==> src/rtl/seg7_scan_mux.sv <==
// Time-multiplexed N-digit seven-segment driver with frame-shadowed data and ghost blanking.
// Latency: an/seg/dp_n are registered from next-state, so they track (idx, div_cnt) with no lag.
// Backpressure: none; a load is always accepted and the last load before a frame boundary wins.
module seg7_scan_mux #(
   parameter int DIGITS      = 4,
   parameter int REFRESH_DIV = 4,
   parameter int LZB         = 0
) (
   input  logic                  clk,
   input  logic                  rst_n,
   input  logic [4*DIGITS-1:0]   value,
   input  logic                  load,
   input  logic [DIGITS-1:0]     dp_in,
   input  logic [DIGITS-1:0]     digit_en,
   output logic [6:0]            seg,
   output logic                  dp_n,
   output logic [DIGITS-1:0]     an,
   output logic                  frame_done
);

   localparam int IW = (DIGITS > 1) ? $clog2(DIGITS) : 1;
   localparam int DW = $clog2(REFRESH_DIV);
   localparam logic [DW-1:0] DIV_LAST = DW'(REFRESH_DIV - 1);
   localparam logic [IW-1:0] IDX_LAST = IW'(DIGITS - 1);

   // Segment pattern {CG..CA}, active low.
   function automatic logic [6:0] hex7(input logic [3:0] n);
      logic [6:0] s;
      case (n)
         4'h0: s = 7'b1000000;
         4'h1: s = 7'b1111001;
         4'h2: s = 7'b0100100;
         4'h3: s = 7'b0110000;
         4'h4: s = 7'b0011001;
         4'h5: s = 7'b0010010;
         4'h6: s = 7'b0000010;
         4'h7: s = 7'b1111000;
         4'h8: s = 7'b0000000;
         4'h9: s = 7'b0010000;
         4'hA: s = 7'b0001000;
         4'hB: s = 7'b0000011;
         4'hC: s = 7'b1000110;
         4'hD: s = 7'b0100001;
         4'hE: s = 7'b0000110;
         default: s = 7'b0001110;
      endcase
      return s;
   endfunction

   logic [DW-1:0]         div_q, div_d;
   logic [IW-1:0]         idx_q, idx_d;
   logic [4*DIGITS-1:0]   act_val_q, act_val_d;
   logic [DIGITS-1:0]     act_dp_q, act_dp_d;
   logic [4*DIGITS-1:0]   pend_val_q, pend_val_d;
   logic [DIGITS-1:0]     pend_dp_q, pend_dp_d;
   logic                  pend_q, pend_d;
   logic [6:0]            seg_q, seg_d;
   logic                  dpn_q, dpn_d;
   logic [DIGITS-1:0]     an_q, an_d;
   logic                  fdone_q, fdone_d;

   logic                  div_wrap;
   logic                  boundary;

   // Scan counters: slot divider and digit index; the frame boundary is the last cycle of the last slot.
   always_comb begin
      div_wrap = (div_q == DIV_LAST);
      boundary = div_wrap && (idx_q == IDX_LAST);
      div_d    = div_wrap ? '0 : div_q + 1'b1;
      idx_d    = idx_q;
      if (div_wrap) begin
         idx_d = (idx_q == IDX_LAST) ? '0 : idx_q + 1'b1;
      end
   end

   // Shadowing: loads park in pending and only reach the displayed copy on a frame boundary.
   always_comb begin
      act_val_d  = act_val_q;
      act_dp_d   = act_dp_q;
      pend_val_d = pend_val_q;
      pend_dp_d  = pend_dp_q;
      pend_d     = pend_q;
      if (boundary) begin
         pend_d = 1'b0;
         if (load) begin
            act_val_d = value;
            act_dp_d  = dp_in;
         end else if (pend_q) begin
            act_val_d = pend_val_q;
            act_dp_d  = pend_dp_q;
         end
      end else if (load) begin
         pend_val_d = value;
         pend_dp_d  = dp_in;
         pend_d     = 1'b1;
      end
   end

   // Output decode from next state so the pins line up with the counters on the same edge.
   always_comb begin
      logic [3:0] nib;
      logic       dp_bit;
      logic       en_bit;
      logic       blank;
      logic       lit;
      nib    = '0;
      dp_bit = 1'b0;
      en_bit = 1'b0;
      for (int i = 0; i < DIGITS; i++) begin
         if (idx_d == IW'(i)) begin
            nib    = act_val_d[4*i +: 4];
            dp_bit = act_dp_d[i];
            en_bit = digit_en[i];
         end
      end
      // Leading-zero blank: this digit and every more-significant nibble are zero; digit 0 always shows.
      blank = 1'b0;
      if ((LZB != 0) && (idx_d != '0)) begin
         blank = 1'b1;
         for (int i = 0; i < DIGITS; i++) begin
            if ((i >= int'(idx_d)) && (act_val_d[4*i +: 4] != 4'h0)) begin
               blank = 1'b0;
            end
         end
      end
      // Slot cycle 0 is a guard cycle so the previous digit's segments never ghost onto the next anode.
      lit     = (div_d != '0) && en_bit && !blank;
      an_d    = lit ? ~(DIGITS'(1) << idx_d) : '1;
      seg_d   = lit ? hex7(nib) : 7'h7F;
      dpn_d   = lit ? ~dp_bit : 1'b1;
      fdone_d = boundary;
   end

   // Scan and data state.
   always_ff @(posedge clk or negedge rst_n) begin
      if (!rst_n) begin
         div_q      <= '0;
         idx_q      <= '0;
         act_val_q  <= '0;
         act_dp_q   <= '0;
         pend_val_q <= '0;
         pend_dp_q  <= '0;
         pend_q     <= 1'b0;
      end else begin
         div_q      <= div_d;
         idx_q      <= idx_d;
         act_val_q  <= act_val_d;
         act_dp_q   <= act_dp_d;
         pend_val_q <= pend_val_d;
         pend_dp_q  <= pend_dp_d;
         pend_q     <= pend_d;
      end
   end

   // Registered display pins, dark on reset.
   always_ff @(posedge clk or negedge rst_n) begin
      if (!rst_n) begin
         seg_q   <= 7'h7F;
         dpn_q   <= 1'b1;
         an_q    <= '1;
         fdone_q <= 1'b0;
      end else begin
         seg_q   <= seg_d;
         dpn_q   <= dpn_d;
         an_q    <= an_d;
         fdone_q <= fdone_d;
      end
   end

   assign seg        = seg_q;
   assign dp_n       = dpn_q;
   assign an         = an_q;
   assign frame_done = fdone_q;

endmodule

==> config.mk <==
export PLATFORM = sky130hd
export DESIGN_NAME = seg7_scan_mux
export DESIGN_NICKNAME = d
export VERILOG_FILES = /design/src/rtl/seg7_scan_mux.sv
export SDC_FILE = /design/constraint.sdc
export NUM_CORES = 1
export LEC_CHECK = 0
export BUFFER_PORTS_ARGS = -buffer_cell sky130_fd_sc_hd__buf_2
export CORE_AREA = 4 4 83 85
export CTS_CLUSTER_DIAMETER = 30
export DETAILED_ROUTE_END_ITERATION = 10
export DIE_AREA = 0 0 87 89
export HOLD_SLACK_MARGIN = 0.15
export PLACE_DENSITY = 0.82
export SYNTH_ARGS = -nofsm -noshare
export SYNTH_HDL_FRONTEND = slang
export SYNTH_SLANG_ARGS = --single-unit
==> constraint.sdc <==
create_clock -name clk -period 2.66 [get_ports clk]
set_input_delay 0.399 -clock clk [delete_from_list [all_inputs] [get_ports clk]]
set_output_delay 0.399 -clock clk [all_outputs]
set_load 0.1 [all_outputs]
Word-level counts from Yosys, hierarchy flattened:

Memory sizes are Yosys's and may differ from the RTL's.
Cells that the tools add are included.

* output and inout port bits: 13
* bits of input ports: 27
* memories kept: 1
* flip-flop bits (word level): 58
* logic and storage cells: 55
* memory bits (read-only): 112

* reduce and logical (&&, ||, !) cells: 6
* $add $sub $neg: 2
* equality and inequality tests: 5
* muxes and demuxes: 26
* bitwise gates (word level): 3
* shifts and indexed selects: 1

Memories
* (no name shown): words 16, bits a word 7, read ports 1, clocked after memory_dff 0, write ports 0, line 29 `case (n)`

Operators by type and width (number)
* 16-bit two-way mux: 3
* 4-bit two-way mux: 8
* 1-bit two-way mux: 11
* 2-bit equality test (second input constant): 4
* 7-bit two-way mux: 1
* 2-bit two-way mux: 3
* 2-bit by 1-bit adder with 2-bit output (second input constant): 2
* 4-bit inverter: 1
* 2-bit nonzero test: 2
* 1-bit by 2-bit << shifter with 4-bit output (first input constant): 1
* 2-bit by 1-bit equality test with 1-bit output (second input constant): 1
* 1-bit logical AND: 2
* 2-bit zero test: 1
* 1-bit inverter: 2
* 2-bit AND reduction: 1

Logic depth before layout (Yosys ltp):

* depth in word-level cells: 10
* gate-level depth with buffers: 14
* depth with buffers taken out: 12

Worst setup path after synthesis:

OpenSTA, ideal clock, no wires.

* path kind: reg-to-reg
* start: register div_q[0]
* end: register seg_q[0] (netlist: seg[0])
* data required time: 2.573 ns
* cell stages (with the launch flop): 15
* arrival: 2.514 ns
* clock period less this slack: 2.600 ns
* setup slack: 0.060 ns
* setup time: 0.087 ns
* path buffers: 3
* path through: dfrtp_1 ha_1 buf_6 and3_1 buf_6 buf_8 a22oi_2 o21ai_2 o22ai_1 or2_1 inv_1 ha_1 or3_1 o221ai_1 nand2_1

* elaborated cells between the ends (all ways): 22
* classes of those cells: add/sub: 1; eq/ne: 4; mux: 12; reduce/logical: 4; memory: 1

RTL lines
* start, declared: line 50 `logic [DW-1:0] div_q, div_d;`
* start signal, assigned: line 145 `div_q <= div_d;`
* 2-bit equality test: line 67 `div_wrap = (div_q == DIV_LAST);`
* 1-bit logical AND: line 68 `boundary = div_wrap && (idx_q == IDX_LAST);`
* 16-bit two-way mux: line 83 `if (boundary) begin`
* named net act_val_d[13]: line 52 `logic [4*DIGITS-1:0] act_val_q, act_val_d;`
* 4-bit two-way mux: line 110 `if (idx_d == IW'(i)) begin`
* memory 16 x 7 bit
* 7-bit two-way mux: line 129 `seg_d = lit ? hex7(nib) : 7'h7F;`
* named net seg_d[0]: line 57 `logic [6:0] seg_q, seg_d;`
* end signal, assigned: line 163 `seg_q <= seg_d;`
* end, declared: line 57

The timed path passes the listed nets, and every way through them passes these cells.
A chain may end at the register's enable or synchronous reset.

Final worst setup path:

* start: register idx_q[1]
* end: register seg_q[3] (netlist: seg[3])

* elaborated cells between the ends (all ways): 21
* classes of those cells: add/sub: 1; eq/ne: 4; mux: 12; reduce/logical: 3; memory: 1

RTL lines
* start, declared: line 51 `logic [IW-1:0] idx_q, idx_d;`
* start signal, assigned: line 146 `idx_q <= idx_d;`
* 2-bit equality test: line 68
* 1-bit logical AND: line 68
* 16-bit two-way mux: line 83
* named net act_val_d[12]: line 52
* 4-bit two-way mux: line 110
* memory 16 x 7 bit
* 7-bit two-way mux: line 129
* named net seg_d[3]: line 57

The timed path passes the listed nets, and every way through them passes these cells.

==> qor.yml <==
path_delay_family: "compound AO/OA/AOI/OAI gates"
vias_per_cell: 5.84
yosys_register_bits: 58
p_leak_uw: 0.00160
instances_no_fill: 404
ys_types: 57
yosys_warnings: 0
drcViolationCount: 0
post-route-util_pct: 59.6
antenna_found_initial: 0
rsz0062_at_grt: "yes"
async_reset_ff_share_pct: 100
path_clk_slew_ns: 0.07
core.rowCount: 29
maxCapViolCount: 0
wl_per_cell_um: 17.7
route.vias.total: 2361
ir_drop_uv: 395
p_seq_share_pct: 43.2
grt_usage_pct: 19.8
syn2layout_area_growth_pct: 21.9
dr.max_layer_used: "met4"
cts_tree: "done"
synth_ff_type: "dfrtp_1"
globalRouteOverflowTotal: 0
cts_buffer_depth: 2
drt-met1-wl_um: 2920
setup_ws_ns: 0.0461
pre_cts_ws_ns: -0.0825
ios: 40
ctsHtreeMaxLevel: 3
drive_gt1_share_pct: 45.6
grt_pass1_wl_um: 11700
numCtsBuffers: 9
crit_top_cell: "a31oi_1"
cp_slowest_cell: "dfrtp_1"
grt_max_degree: 32
setup_viol: 0
synth_area_per_cell_um2: 11.6
clock.fmax_mhz: 383
critPathMaxStageDelay_ns: 0.46
wl_met3_um: 495
power_frac_comb_pct: 21.4
p_per_area_mw_per_mm2: 640
hp-class: "in2reg"
switchingPower_uw: 716
die_area_mm2: 0.00774
clk_latency_ns: 0.35
root_buffer: "clkbuf_8"
worstMarginPinSlew_ns: 0.638
cp.arrival_ns: 2.88
portBuffers: 39
finalMaxSlewViolations: 0
path_buf_inv: 2
cts.sinks: 58
n_antenna_cell: 0
netlist_area_mm2: 0.00303
final_nets: 358
seq_area_frac_synth_pct: 48.4
worstPathRequired_ns: 2.92
syn_inst: 262
cp-start-kind: "register"
swShare_pct: 30.3
power.total_uw: 2360
internal_power_uw: 1650
crit_path_cell_trace: "ha_4 > nand2_2 > inv_2 > a31oi_1 > o21ai_1 > o22ai_1 > nor2_2 > inv_1 > ha_1 > mux2_1 > nor3_1 > a31oi_1"
die_width_um: 87
core_area_mm2: 0.00620
dp_hpwl_um: 4920
die_h_um: 89
final_cell_mix: "45 x dfrtp_1, 39 x buf_2, 23 x buf_4"
ant_nets: 0
synth_nets: 298
clockPowerShare_pct: 35.4
finClkSkew_ns: 0.00970
grt_pass1_vias: 2374
min_period_over_period_pct: 98.3
final_hold_viol_count: 0
dp.cells: 384
r2r_slack_ns: 0.05
outcome: "finished clean"
routed_wl_um: 7150
endpoint_kind: "register"
timing.slew.headroom_pct: 57.5
critPathKind: "reg2reg"
gp_congestion: 0.924
drt-pass1-iter-count: 4
dr_wl_met2_um: 3660
final_common_cell: "dfrtp_1"
drt_iter0_markers: 197
start_util_pct: 48.9
crit_path_max_fanout: 11
finalCriticalPeriod_ns: 2.61
synth_edf_count: 0
-- cell usage after synthesis, types with 3 or more instances --
cell type | number | share of area (%)
o21ai_0 | 6 | 0.99
nand2_1 | 15 | 1.9
ha_1 | 9 | 3.7
a22oi_1 | 14 | 3.5
mux2i_1 | 3 | 0.99
buf_2 | 6 | 0.99
o21ai_2 | 3 | 0.87
clkbuf_1 | 3 | 0.37
nor2b_1 | 16 | 3.3
and3_1 | 3 | 0.62
a21oi_1 | 3 | 0.50
dfstp_2 | 12 | 10
o221ai_1 | 3 | 0.87
buf_6 | 5 | 1.9
o21ai_1 | 9 | 1.5
nor2_1 | 7 | 0.87
a31oi_1 | 18 | 3.7
dfrtp_1 | 46 | 38
nand2b_1 | 3 | 0.62
mux2_2 | 20 | 7.4
inv_1 | 6 | 0.74
nand3_1 | 4 | 0.66
o22ai_1 | 4 | 0.83
-- flip-flops by register name (all words and copies together) (netlist names) --
signal / cells
seg: 7
act_val_q: 16
idx_q: 2
dp_n: 1
div_q: 2
pend_q: 1
frame_done: 1
act_dp_q: 4
pend_val_q: 16
an: 4
pend_dp_q: 4
-- metal layers --
layer | GRT usage (%) | vias up
li1 | - | 1089
met4 | 6.09 | 0
met3 | 6.73 | 9
met5 | 0 | -
met2 | 32.3 | 68
met1 | 25.0 | 1195
-- logic make-up (layout without fill, tap and decap cells) --
| family | Yosys count | count (layout) | synth area share (%) |
|---|---|---|---|
| flops | 58 | 58 | 48.4 |
| mux | 28 | 28 | 11.1 |
| compound gates | 75 | 75 | 19.3 |
| buf+inv | 26 | 91 | 5.28 |
| fa+ha+maj | 9 | 9 | 3.71 |
| xor+xnor | 1 | 1 | 0.289 |
| simple gates | 65 | 65 | 11.9 |
-- repair_timing --
item | CTS | global route
buffers inserted | 0 | 3
endpoints found under the hold margin | 17 | 0
pin swaps | 0 | 3
setup endpoints to repair | 3 | 5
hold buffers | 1 | 0
resized for setup | 3 | 8
-- power groups by stage --
stage / clock [uW] / sequential [uW] / combinational (uW)
floorplan: 0 / 1160 / 242
finish: 836 / 1020 / 507
CTS: 845 / 1020 / 494
global placement: 0 / 1030 / 474
global route: 895 / 1030 / 548
detailed placement: 0 / 1040 / 487
-- final timing paths --
path / cells past startpoint / startpoint / to
worst max register to register: 12 / idx_q[1] / seg[3]
max in group asynchronous: 3 / rst_n / seg[4]
worst min-delay path: 2 / digit_en[0] / an[0]
worst max-delay path: 12 / idx_q[1] / seg[3]
worst min register to register: 1 / div_q[0] / div_q[0]
min in group asynchronous: 2 / rst_n / div_q[0]
-- final cells by class --
cell class	count	area, um^2
Fill cell	494	2510
Sequential cell	58	1470
Multi-Input combinational cell	178	1450
Timing Repair Buffer	66	438
Clock buffer	11	151
Tap cell	77	96.3
Clock inverter	5	52.6
Inverter	9	36.3
-- metrics by stage --
step / TNS (ns) / area (um^2) / hold slack (ns)
after floorplan: 0 / 3030 / 0.103
after global placement: 0 / 3410 / 0.442
after detailed placement: -0.182 / 3410 / 0.459
after CTS: 0 / 3630 / 0.194
after global routing: -0.298 / 3700 / 0.191
final: 0 / 3700 / 0.206
No activity file was read; power rests on OpenSTA's default activity.
